`src/rtl/div_issue_ctrl.sv`:
```
// div_issue_ctrl
//   Requesting-side controller for an iterative divider with a start/done
//   handshake. It sits in the execute stage and does the following:
//     - detects DIV/DIVU/REM/REMU;
//     - latches the operands and pulses div_start;
//     - stalls execute until div_done arrives;
//     - returns the result on a registered writeback port.
//   Divide-by-zero is answered locally without touching the divider. A
//   flushed in-flight division is drained (its done pulse is swallowed).
//   After reset a guard window outlasts any division the divider may still
//   be running, because the divider itself has no reset.
//
// Optional build macro: DIV_RESULT_CACHE_EN
//   Adds a one-entry result cache {ctrl, rs1, rs2, result}. It is filled on
//   each divider completion that goes on to writeback. A matching request in
//   IDLE is answered in one cycle with no divider issue.
//
// Ports
//   clk, rst_n              clock, asynchronous active-low reset
//   ex_valid, ex_is_div     execute holds a valid divide-class instruction
//   ex_div_ctrl             00 DIV, 01 DIVU, 10 REM, 11 REMU
//   ex_rs1, ex_rs2, ex_rd   dividend, divisor, destination register
//   flush                   kill the instruction currently in execute
//   stall                   combinational pipeline hold
//   div_start               one-cycle start pulse to the divider
//   div_ctrl                registered op to the divider
//   div_numerator           registered dividend to the divider
//   div_denominator         registered divisor to the divider
//   div_result, div_done    divider result and one-cycle done pulse
//   wb_valid, wb_rd, wb_data  writeback strobe, register and data
module div_issue_ctrl #(
  parameter int D_WIDTH     = 32,
  parameter int DIV_LATENCY = 35
) (
  input  logic               clk,
  input  logic               rst_n,
  input  logic               ex_valid,
  input  logic               ex_is_div,
  input  logic [1:0]         ex_div_ctrl,
  input  logic [D_WIDTH-1:0] ex_rs1,
  input  logic [D_WIDTH-1:0] ex_rs2,
  input  logic [4:0]         ex_rd,
  input  logic               flush,
  output logic               stall,
  output logic               div_start,
  output logic [1:0]         div_ctrl,
  output logic [D_WIDTH-1:0] div_numerator,
  output logic [D_WIDTH-1:0] div_denominator,
  input  logic [D_WIDTH-1:0] div_result,
  input  logic               div_done,
  output logic               wb_valid,
  output logic [4:0]         wb_rd,
  output logic [D_WIDTH-1:0] wb_data
);

  typedef enum logic [2:0] {GUARD, IDLE, ISSUE, WAIT, RESP, DRAIN} state_t;

  localparam int               CNT_W      = $clog2(DIV_LATENCY + 2);
  localparam logic [CNT_W-1:0] GUARD_LOAD = CNT_W'(DIV_LATENCY + 1);

  state_t             state, state_next;
  logic [CNT_W-1:0]   guard_cnt;
  logic [4:0]         rd_hold;
  logic               req;
  logic               den_zero;
  logic [D_WIDTH-1:0] zero_result;
  logic               cache_hit;
  logic [D_WIDTH-1:0] cache_result;

  assign req      = ex_valid & ex_is_div & ~flush;
  assign den_zero = (ex_rs2 == '0);
  // Division by zero: the quotient is all ones and the remainder is the
  // dividend. ctrl[1] selects REM/REMU.
  assign zero_result = ex_div_ctrl[1] ? ex_rs1 : '1;

`ifdef DIV_RESULT_CACHE_EN
  logic               cache_valid;
  logic [1:0]         cache_ctrl;
  logic [D_WIDTH-1:0] cache_rs1;
  logic [D_WIDTH-1:0] cache_rs2;

  assign cache_hit = cache_valid & (cache_ctrl == ex_div_ctrl) &
                     (cache_rs1 == ex_rs1) & (cache_rs2 == ex_rs2);

  // Only real divider completions that reach writeback fill the cache.
  // Drained results and the local zero-divisor answers never fill it.
  always_ff @(posedge clk or negedge rst_n) begin
    if (!rst_n) begin
      cache_valid  <= 1'b0;
      cache_ctrl   <= '0;
      cache_rs1    <= '0;
      cache_rs2    <= '0;
      cache_result <= '0;
    end else if (state == WAIT && div_done && !flush) begin
      cache_valid  <= 1'b1;
      cache_ctrl   <= div_ctrl;
      cache_rs1    <= div_numerator;
      cache_rs2    <= div_denominator;
      cache_result <= div_result;
    end
  end
`else
  assign cache_hit    = 1'b0;
  assign cache_result = '0;
`endif

  // Next state and handshake outputs
  always_comb begin
    state_next = state;
    stall      = 1'b0;
    div_start  = 1'b0;
    wb_valid   = 1'b0;

    stall     = ex_valid & ex_is_div & ~flush & (state != RESP);
    div_start = (state == ISSUE);
    wb_valid  = (state == RESP) & ~flush;

    case (state)
      GUARD: if (guard_cnt == '0) state_next = IDLE;
      IDLE:  if (req) state_next = (den_zero || cache_hit) ? RESP : ISSUE;
      // The start pulse still goes out on a flush. The divider is then
      // busy, so its done pulse must be drained.
      ISSUE: state_next = flush ? DRAIN : WAIT;
      // If done and flush land together, the result is simply dropped.
      // Going to DRAIN here would wait for a done pulse that never comes.
      WAIT: begin
        if (div_done)   state_next = flush ? IDLE : RESP;
        else if (flush) state_next = DRAIN;
      end
      RESP:  state_next = IDLE;
      DRAIN: if (div_done) state_next = IDLE;
      default: state_next = GUARD;
    endcase
  end

  // State, guard counter, divider operands and writeback registers
  always_ff @(posedge clk or negedge rst_n) begin
    if (!rst_n) begin
      state           <= GUARD;
      guard_cnt       <= GUARD_LOAD;
      div_ctrl        <= '0;
      div_numerator   <= '0;
      div_denominator <= '0;
      rd_hold         <= '0;
      wb_rd           <= '0;
      wb_data         <= '0;
    end else begin
      state <= state_next;

      if (state == GUARD && guard_cnt != '0)
        guard_cnt <= guard_cnt - CNT_W'(1);

      // Operands only change in IDLE. They therefore stay stable from ISSUE
      // through the done pulse, covering both early and late sampling by
      // the divider.
      if (state == IDLE && req) begin
        div_ctrl        <= ex_div_ctrl;
        div_numerator   <= ex_rs1;
        div_denominator <= ex_rs2;
        rd_hold         <= ex_rd;
        if (den_zero) begin
          wb_data <= zero_result;
          wb_rd   <= ex_rd;
        end else if (cache_hit) begin
          wb_data <= cache_result;
          wb_rd   <= ex_rd;
        end
      end

      if (state == WAIT && div_done) begin
        wb_data <= div_result;
        wb_rd   <= rd_hold;
      end
    end
  end

endmodule

```
`config.mk`:
```
export PLATFORM = sky130hd
export DESIGN_NAME = div_issue_ctrl
export DESIGN_NICKNAME = d
export VERILOG_FILES = /design/src/rtl/div_issue_ctrl.sv
export SDC_FILE = /design/constraint.sdc
export NUM_CORES = 1
export LEC_CHECK = 0
export BUFFER_PORTS_ARGS = -buffer_cell sky130_fd_sc_hd__buf_2
export CORE_MARGIN = 3
export CORE_UTILIZATION = 47
export DETAILED_ROUTE_END_ITERATION = 7
export PLACE_DENSITY = 0.84
export SYNTH_ARGS = -nofsm -noshare
export SYNTH_HDL_FRONTEND = slang
export SYNTH_SLANG_ARGS = --single-unit
```
`constraint.sdc`:
```
create_clock -name clk -period 1.85 [get_ports clk]
set_input_delay 0.37 -clock clk [delete_from_list [all_inputs] [get_ports clk]]
set_output_delay 0.37 -clock clk [all_outputs]
set_load 0.01 [all_outputs]
```
==> run summary, run 1 <==
Worst reg2reg path endpoint -> wb_data[20]
Iteration-0 DRC Markers -> 264
YS warnings -> 0
Worst vdd ir -> 930 uV
Synth top area share -> 58.3%
Cell Rows -> 36
Via count -> 4231
Clock Latency Late Sink -> 0.51 ns
Crit end category -> primary output
Ports -> 215
Min-Delay Path Depth -> 2
Placed cell count -> 742
Seq cells post-synth -> 117
Final number of hold-violating endpoints -> 0
Leak -> 0.00359 uW
Crit Path Max Fanout -> 5
Vias in the first global route -> 4262
CTS Buffer Depth -> 2
Clock Skew -> 0.0101 ns
GP Congestion -> 0.851
Status -> complete, no violations
Psw -> 2890 uW
Unrepaired setup endpoints after global routing -> true
Slack of the critical path -> 0.0218 ns
DRC Markers -> 0
Port-buffer cells -> 214
Share of layout cells above drive strength 1 -> 49.8%
TNS Setup -> 0 ns
Post-Syn Area -> 0.00493 mm2
Synth top area cells -> dfrtp_1, mux2_2, a221o_1
Pre-CTS setup slack -> -0.340 ns
PwrDens -> 1380 mW/mm2
CTS clk-pin slew, worst paths -> 0.06 ns
DIE AREA -> 0.0118 mm2
Post-synth top area cell -> dfrtp_1
Comb power frac -> 25.1%
Worst R2R Setup Slack -> 0.10 ns
Gr ovfl total -> 0
Sequential cell area fraction in the yosys report -> 59.4%
Max-cap violations -> 0
TritonCTS clock tree -> done
Max Clk Rate -> 547 MHz
Clock Tree Root -> clkbuf_8
WL per Instance -> 18.2 um
Largest net degree at the start of global routing -> 75
Sw frac -> 30.2%
Worst EP arrival -> 1.46 ns
Critical Path Start Type -> flip-flop
HPWL Detailed -> 9.78 mm
Finished Layout Cells -> 783
Synth Instances -> 407
H-tree levels -> 4
Clock power share -> 34.7%
Data required, critical path -> 1.48 ns
Horiz. Die Dim -> 108 um
Core area -> 0.0100 mm2
Gr usage total -> 23.8%
Nets -> 748
FF-to-FF Start -> state[2]
Hold_sp -> div_result[2]
Post-synth cell types -> 35
Syn nets -> 518
Final setup viols -> 0
Worst reg2reg path depth -> 6
Fin crit period -> 1.83 ns
Die span in y -> 108 um
Sequential Power Share -> 40.2%
Slew HR -> 61.7%
TritonCTS buffer count -> 17
First-pass GRT wire length -> 21.5 mm
Average cell area after synthesis -> 12.1 um2
Clk sinks -> 117
Via density -> 5.40
Final WL -> 14.2 mm
Hold Path Sink -> wb_data[2]
Internal power -> 6660 uW
CP Class -> flip-flop to primary output
Initial antenna violation count -> 0
Fin. max-slew vios -> 0
HP Class -> input pin to flip-flop
DRT Pass-1 Iters -> 4
Fin crit share -> 98.8%
Number of diodes -> 0
Initial Util -> 49.3%
Routed Antenna Nets -> 0
Layout area overhead -> 40.0%
Worst slew pin tran -> 0.573 ns
## area by class of cell
cell class	count	area, um2
tap	133	166
multi-input combinational	231	1790
clock buffer	18	428
clock inverter	14	175
sequential	117	2930
fill	722	3090
timing repair buffer	236	1300
inverter	34	128
## cell families (layout without fill, tap and decap cells)
logic type                 count (synthesis)  count (layout)  synth area share, %
buffers and inverters                     60             302                 5.70
AOI/OAI and AO/OA                        114             114                 17.4
DFF                                      117             117                 59.4
muxes                                     39              39                 8.90
and+or+nand+nor                           70              71                 7.20
xor gates and xnor gates                   5               5                0.887
adders and majority gates                  2               2                0.507
## repair_timing
item                                    CTS  global route
cloned                                    0             1
pin swaps                                 2             2
endpoints found under the hold margin    31             0
endpoints found under the setup margin   35            37
hold buffers                              1             0
resized for setup                         5            10
buffers inserted                          1             6
## worst max path at each step
stage,start,endpoint,cells after the start
finish,state[0],stall,5
floorplan,ex_rs2[11],wb_data[26],6
CTS,state[1],stall,5
global placement,ex_rs2[19],wb_data[4],6
global route,state[1],stall,5
detailed placement,ex_rs2[11],wb_data[10],7
## per-stage QoR
stage | util, % | area [um2] | hold slack (ns) | power (uW)
5_1_grt | 69.1 | 6910 | 0.0667 | 10100
3_3_place_gp | 61.8 | 6180 | 0.351 | 6120
6_report | 69.1 | 6910 | 0.0962 | 9550
2_1_floorplan | - | 4930 | 0.0744 | 4960
4_1_cts | 68.2 | 6820 | 0.0714 | 9600
3_5_place_dp | 61.8 | 6180 | 0.355 | 6230
## synthesized netlist by cell type
library cell and count:
a21boi_0 18, a21boi_1 14, a21o_1 5, a21oi_1 2
a221o_1 33, a22o_1 6, a22oi_1 1, and2_1 2
and3_1 1, and3b_1 1, buf_1 1, buf_2 9
buf_6 6, clkbuf_1 10, dfrtp_1 115, dfstp_2 2
ha_1 2, inv_1 34, mux2_2 39, nand2_1 36
nand2b_1 1, nand3_1 2, nand3_2 1, nand4_1 2
nor2_1 12, nor2_2 1, nor3_1 1, nor3_4 1
nor4_1 5, nor4_2 4, o21ai_0 33, o21bai_1 1
o2bb2ai_1 1, xnor2_1 4, xor2_1 1
## worst max-delay path, cell delays in order, from the launching register on
cell and delay (ns):
dfrtp_1 0.40, buf_6 0.14, nor2_4 0.10, nand2_2 0.05
and2_4 0.14, buf_6 0.12
## power by group through the flow
stage | Clock [uW] | Combinational, uW | Sequential, uW
after floorplan | 0 | 784 | 4180
final | 3310 | 2400 | 3840
after global routing | 3520 | 2620 | 3930
after CTS | 3360 | 2410 | 3830
after detailed placement | 0 | 2380 | 3850
after global placement | 0 | 2310 | 3810
## flip-flops by register name, summed over array words and instances (netlist names)
name             flops
wb_data             32
div_numerator       32
rd_hold              5
guard_cnt            6
div_denominator     32
state                3
div_ctrl             2
wb_rd                5
## metal layers
layer	wire (um)	GRT usage, %	vias up
met4	139	6.58	0
met3	1390	8.72	12
li1	-	-	1913
met2	7350	40.3	210
met5	0	0	-
met1	5350	28.6	2096
## cell usage in the layout (no fill, tap or decap), drive strengths merged, types with 2 or more instances in the layout
| cell type | synthesis | routed |
|---|---|---|
| nand3 | 3 | 3 |
| dfstp | 2 | 2 |
| inv | 34 | 38 |
| clkbuf | 10 | 18 |
| nor3 | 2 | 2 |
| and2 | 2 | 2 |
| nand4 | 2 | 2 |
| a21oi | 2 | 2 |
| a22o | 6 | 6 |
| mux2 | 39 | 39 |
| nor4 | 9 | 9 |
| buf | 16 | 235 |
| xnor2 | 4 | 4 |
| dfrtp | 115 | 115 |
| clkinvlp | 0 | 3 |
| clkinv | 0 | 4 |
| ha | 2 | 2 |
| a21boi | 32 | 32 |
| a21o | 5 | 5 |
| bufinv | 0 | 3 |
| nor2 | 13 | 14 |
| o21ai | 33 | 33 |
| a221o | 33 | 33 |
| nand2 | 36 | 36 |
No activity file was read; power rests on OpenSTA's default activity.
==> run 2: changes to the inputs <==
==> config.mk (replaced) <==
export PLATFORM = sky130hd
export DESIGN_NAME = div_issue_ctrl
export DESIGN_NICKNAME = d
export VERILOG_FILES = /design/src/rtl/div_issue_ctrl.sv
export SDC_FILE = /design/constraint.sdc
export NUM_CORES = 1
export LEC_CHECK = 0
export CORE_MARGIN = 3
export CORE_UTILIZATION = 50
export DETAILED_ROUTE_END_ITERATION = 7
export DONT_BUFFER_PORTS = 1
export PLACE_DENSITY = 0.7
export SYNTH_ARGS = -nofsm -noshare
export SYNTH_HDL_FRONTEND = slang
export SYNTH_SLANG_ARGS = --single-unit
==> run 2 against run 1 <==
Net effect: the run now ends with hold timing left; fmax rose by 2.3%; global-route usage shrank 1.8 points; wire length decreased by 16%; design area shrank 11%; worst hold slack worse by 0.53 ns; critical endpoint is now wb_valid; largest power group unchanged.
==> run summary, run 2 (same netlist as run 1, synthesis figures left out) <==
Status -> finished, violations left
Failing checks -> hold timing
TNS Setup -> 0 ns
Nets -> 567
Initial antenna violation count -> 0
Clk sinks -> 117
Final setup viols -> 0
Critical Path Start Type -> flip-flop
HP Class -> input pin to asynchronous set/reset pin
Slack of the critical path -> 0.0629 ns
Ports -> 215
TritonCTS buffer count -> 17
Biggest regs -> div_denominator x32, div_numerator x32, wb_data x32
Initial Util -> 52.4%
Crit-path max cell delay -> 0.44 ns
Vias in the first global route -> 3599
Worst R2R Setup Slack -> 0.16 ns
DRT Pass-1 Iters -> 4
Final WL -> 11.9 mm
Gr busiest metal -> met2
Final number of hold-violating endpoints -> 117
Slowest CP cell -> dfrtp_2
Clock Tree Root -> clkbuf_8
Port-buffer cells -> 0
Clock Skew -> 0.00720 ns
Met1 Resource Use GR -> 25.9%
CTS clk-pin slew, worst paths -> 0.06 ns
Commonest cells after routing, fill and taps aside -> dfrtp_1, dlygate4sd3_1, mux2_2
Gr ovfl total -> 0
Horiz. Die Dim -> 105 um
Filler cells -> 730
Number of diodes -> 0
Layout area overhead -> 24.7%
First-pass GRT wire length -> 19.3 mm
PwrDens -> 1420 mW/mm2
DIE AREA -> 0.0111 mm2
Die span in y -> 105 um
H-tree levels -> 4
Clock Latency Late Sink -> 0.50 ns
DRC Markers -> 0
GP Congestion -> 0.755
Max Clk Rate -> 560 MHz
Via density -> 5.72
Slew HR -> 75.5%
Worst reg2reg path depth -> 6
Pre-CTS setup slack -> -0.193 ns
Crit Path Max Fanout -> 6
FF-to-FF Start -> state[2]
CTS Buffer Depth -> 2
Worst-path cell chain -> buf_6 > nor2_2 > nand2_1 > nor2_2
Worst EP arrival -> 1.42 ns
CP dominant cell by count -> nor2_2
Core area -> 0.00942 mm2
HPWL Detailed -> 7.76 mm
Fin. max-slew vios -> 0
Hold WS -> -0.437 ns
Worst slew pin tran -> 0.363 ns
Share of layout cells above drive strength 1 -> 21.2%
Max-cap violations -> 0
Unrepaired setup endpoints after global routing -> true
TritonCTS clock tree -> done
Gr usage total -> 21.9%
WL per Instance -> 20.0 um
Cell Rows -> 35
Commonest non-fill, non-tap cell in the layout -> dfrtp_1
GR Layer Usage met3 -> 8.45%
Worst reg2reg path endpoint -> wb_data[23]
Data required, critical path -> 1.48 ns
Fin crit share -> 96.6%
Largest net degree at the start of global routing -> 118
Leak -> 0.00282 uW
Crit end category -> primary output
Iteration-0 DRC Markers -> 190
Via count -> 3413
Worst vdd ir -> 908 uV
CP Class -> flip-flop to primary output
Fin crit period -> 1.79 ns
Routed Antenna Nets -> 0
Grt met2 use -> 36.4%
[run 2: cell types whose count changed in the layout (fill, tap and decap cells not counted), moves of 2 or more]
cell,delta
buf_2,-212
dlygate4sd3_1,+43
buf_4,-8
buf_6,-2
nor2_2,+2
nor2_4,-2
[run 2: metal layers]
layer / up-vias / routed length [um]
met5: - / 0
met4: 0 / 179
met3: 16 / 987
met2: 148 / 6100
met1: 1705 / 4660
li1: 1544 / -
[run 2: area by class of cell]
cell class	count	area [um2]	share of cell area, %
clock buffers	17	414	6.73
clock inverters	14	200	3.25
inverters	34	128	2.07
multi-input cells	230	1760	28.6
flip-flops and latches	117	2930	47.6
well taps	129	161	2.62
repair buffers	56	563	9.15
[run 2: power breakdown]
| group | switching, uW | leakage [uW] | internal (uW) |
|---|---|---|---|
| Clock | 1190 | 0.000292 | 2200 |
| Combinational | 358 | 0.00108 | 632 |
| Sequential | 1010 | 0.00144 | 3370 |
| Total | 2560 | 0.00282 | 6200 |
[run 2: stage by stage]
step / cells / util, % / area [um2] / total power, uW / hold WS, ns
6_report: 597 / 65.4 / 6160 / 8760 / -0.437
5_1_grt: 597 / 65.4 / 6160 / 9170 / -0.468
4_1_cts: 595 / 65.0 / 6120 / 8840 / -0.461
3_5_place_dp: 522 / 53.9 / 5070 / 5320 / 0.0784
3_3_place_gp: 522 / 53.9 / 5070 / 5250 / 0.0781
2_1_floorplan: 407 / - / 4930 / 4960 / 0.0744
[run 2: worst max-delay path: cells and delay by family (launching register included)]
kind,cells,cell delay (ns)
buffers and inverters,1,0.15
DFF,1,0.44
and+or+nand+nor,3,0.33
[run 2: how the worst max path moves through the flow]
stage / startpoint / endpoint / slack [ns] / depth (start not counted)
2_1_floorplan: ex_rs2[11] / wb_data[26] / 0.15 / 6
3_5_place_dp: ex_rs2[28] / wb_data[13] / -0.19 / 6
6_report: state[0] / wb_valid / 0.06 / 4
4_1_cts: state[0] / stall / -0.004 / 4
5_1_grt: state[0] / wb_valid / -0.01 / 4
3_3_place_gp: ex_rs2[28] / wb_data[1] / -0.15 / 6
[run 2: timing repair]
action | 4_1_cts | 5_1_grt
pin swaps | 0 | 1
hold buffers | 42 | 2
setup endpoints to repair | 2 | 19
setup buffers | 0 | 0
gates cloned | 0 | 0
resized for setup | 4 | 6
hold endpoints to repair | 159 | 119
==> run 3: changes to the inputs <==
--- a/config.mk
+++ b/config.mk
@@ -9,7 +9,7 @@
 export CORE_UTILIZATION = 50
 export DETAILED_ROUTE_END_ITERATION = 7
 export DONT_BUFFER_PORTS = 1
-export PLACE_DENSITY = 0.7
+export PLACE_DENSITY = 0.73
 export SYNTH_ARGS = -nofsm -noshare
 export SYNTH_HDL_FRONTEND = slang
 export SYNTH_SLANG_ARGS = --single-unit
==> constraint.sdc (replaced) <==
create_clock -name clk -period 1.8 [get_ports clk]
set_input_delay 0.36 -clock clk [delete_from_list [all_inputs] [get_ports clk]]
set_output_delay 0.36 -clock clk [all_outputs]
set_load 0.01 [all_outputs]
==> run 3 against run 2 <==
Net effect: the run still ends with hold timing left; wire length up 5.5%; combinational power rose by 9%; register-to-register slack got worse by 0.07 ns; largest power group unchanged.
==> run summary, run 3 (same netlist as run 1, synthesis figures left out) <==
Failing checks -> hold timing
HP Class -> input pin to asynchronous set/reset pin
Worst R2R Setup Slack -> 0.09 ns
Slew HR -> 65.5%
Clk sinks -> 117
Commonest non-fill, non-tap cell in the layout -> dfrtp_1
Total power -> 8860 uW
Gr busiest metal -> met2
Clock Tree Root -> clkbuf_8
Biggest regs -> div_denominator x32, div_numerator x32, wb_data x32
Met1 Resource Use GR -> 26.3%
Grt met2 use -> 39.1%
FF-to-FF Start -> state[2]
Die span in y -> 105 um
Share of layout cells above drive strength 1 -> 19.7%
Fin. max-slew vios -> 0
Buf+Inv Stages, Crit Path -> 1
FF/Latch Area -> 0.00293 mm2
Worst EP arrival -> 1.36 ns
Crit end category -> primary output
Number of diodes -> 0
WL per Instance -> 20.3 um
Worst path top cell family by delay -> flip-flops
Crit Path Max Fanout -> 5
Routed Antenna Nets -> 0
PwrDens -> 1400 mW/mm2
GP Congestion -> 0.756
Worst reg2reg path endpoint -> wb_data[12]
GR Layer Usage met3 -> 7.59%
Multi-input gate area -> 0.00176 mm2
CTS clk-pin slew, worst paths -> 0.07 ns
Clock Skew -> 0.0118 ns
Commonest cells after routing, fill and taps aside -> dfrtp_1, dlygate4sd3_1, mux2_2
Nets -> 591
Initial Util -> 52.4%
Leak -> 0.00290 uW
Final core occ -> 67.4%
Final number of hold-violating endpoints -> 117
Unrepaired setup endpoints after global routing -> false
H-tree levels -> 4
Max Clk Rate -> 581 MHz
Fin crit period -> 1.72 ns
Final setup viols -> 0
TNS Setup -> 0 ns
Worst vdd ir -> 797 uV
Iteration-0 DRC Markers -> 219
Port-buffer cells -> 0
Fin crit share -> 95.6%
Cell Rows -> 35
Layout area overhead -> 28.6%
TritonCTS buffer count -> 17
HPWL Detailed -> 8.09 mm
Hold WS -> -0.441 ns
DRC Markers -> 0
TritonCTS clock tree -> done
Worst slew pin tran -> 0.518 ns
Via density -> 5.73
Filler cells -> 674
Largest net degree at the start of global routing -> 118
Initial antenna violation count -> 0
Data required, critical path -> 1.44 ns
Via count -> 3558
Gr ovfl total -> 0
Max-cap violations -> 0
Gr usage total -> 22.8%
Worst-path cell chain -> buf_4 > nor2_1 > nand2_1 > and2_4
CTS Buffer Depth -> 2
Critical Path Start Type -> flip-flop
Horiz. Die Dim -> 105 um
Vias in the first global route -> 3884
DIE AREA -> 0.0111 mm2
Core area -> 0.00942 mm2
First-pass GRT wire length -> 20.0 mm
Worst reg2reg path depth -> 6
Status -> finished, violations left
Slowest CP cell -> dfrtp_1
Ports -> 215
CP Class -> flip-flop to primary output
Final WL -> 12.6 mm
Crit-path max cell delay -> 0.37 ns
Clock Latency Late Sink -> 0.50 ns
DRT Pass-1 Iters -> 4
-- run 3: changes by cell type in the layout (fill, tap and decap cells not counted), moves of 2 or more --
cell           change
buf_4              +3
buf_6              -2
bufinv_16          -2
clkinv_4           +2
dlygate4sd3_1     +23
nor2_1             +2
nor2_2             -2
-- run 3: worst max path at each step --
stage	slack, ns	from	end	depth (start not counted)
2_1_floorplan	0.11	ex_rs2[11]	wb_data[26]	6
3_3_place_gp	-0.13	ex_rs2[28]	wb_data[14]	6
3_5_place_dp	-0.16	ex_rs2[28]	wb_data[27]	6
4_1_cts	-0.03	state[2]	div_start	3
5_1_grt	0.002	state[1]	stall	4
6_report	0.08	state[1]	stall	4
-- run 3: area by class of cell --
cell class | instances | share of cell area (%)
Timing Repair Buffer | 80 | 12.5
Clock buffer | 18 | 6.74
Sequential cell | 117 | 46.2
Tap cell | 129 | 2.54
Multi-Input combinational cell | 230 | 27.7
Inverter | 34 | 2.01
Clock inverter | 13 | 2.35
-- run 3: metal layers --
metal	vias up	part of all wire, %
li1	1591	-
met1	1761	38
met2	181	51
met3	25	8.5
met4	0	2.1
met5	-	0
-- run 3: repair_timing --
item / 4_1_cts / 5_1_grt
endpoints found under the hold margin: 180 / 121
pin swaps: 0 / 1
hold buffers: 63 / 4
gates resized for setup: 2 / 4
buffers inserted: 1 / 0
setup endpoints to repair: 3 / 2
cloned: 0 / 0
-- run 3: worst reg2reg max path: stages (launching register included) --
cell	delay, ns
dfrtp_1	0.37
nor2_1	0.24
nand3_4	0.13
nor3_4	0.26
buf_12	0.23
a21boi_0	0.27
a221o_1	0.15
-- run 3: through the flow --
stage,area [um2],hold slack [ns],cells,worst slack (ns)
final,6350,-0.441,621,0.0784
after global routing,6350,-0.474,621,0.00173
after CTS,6290,-0.467,617,-0.0299
after detailed placement,5070,0.0668,522,-0.159
after global placement,5070,0.0672,522,-0.131
after floorplan,4930,0.0644,407,0.108
-- run 3: power breakdown --
| group | total [uW] | leakage [uW] | switching, uW | internal [uW] |
|---|---|---|---|---|
| clock | 3270 | 0.000274 | 1250 | 2020 |
| combinational | 1080 | 0.00118 | 394 | 684 |
| sequential | 4510 | 0.00144 | 1040 | 3460 |
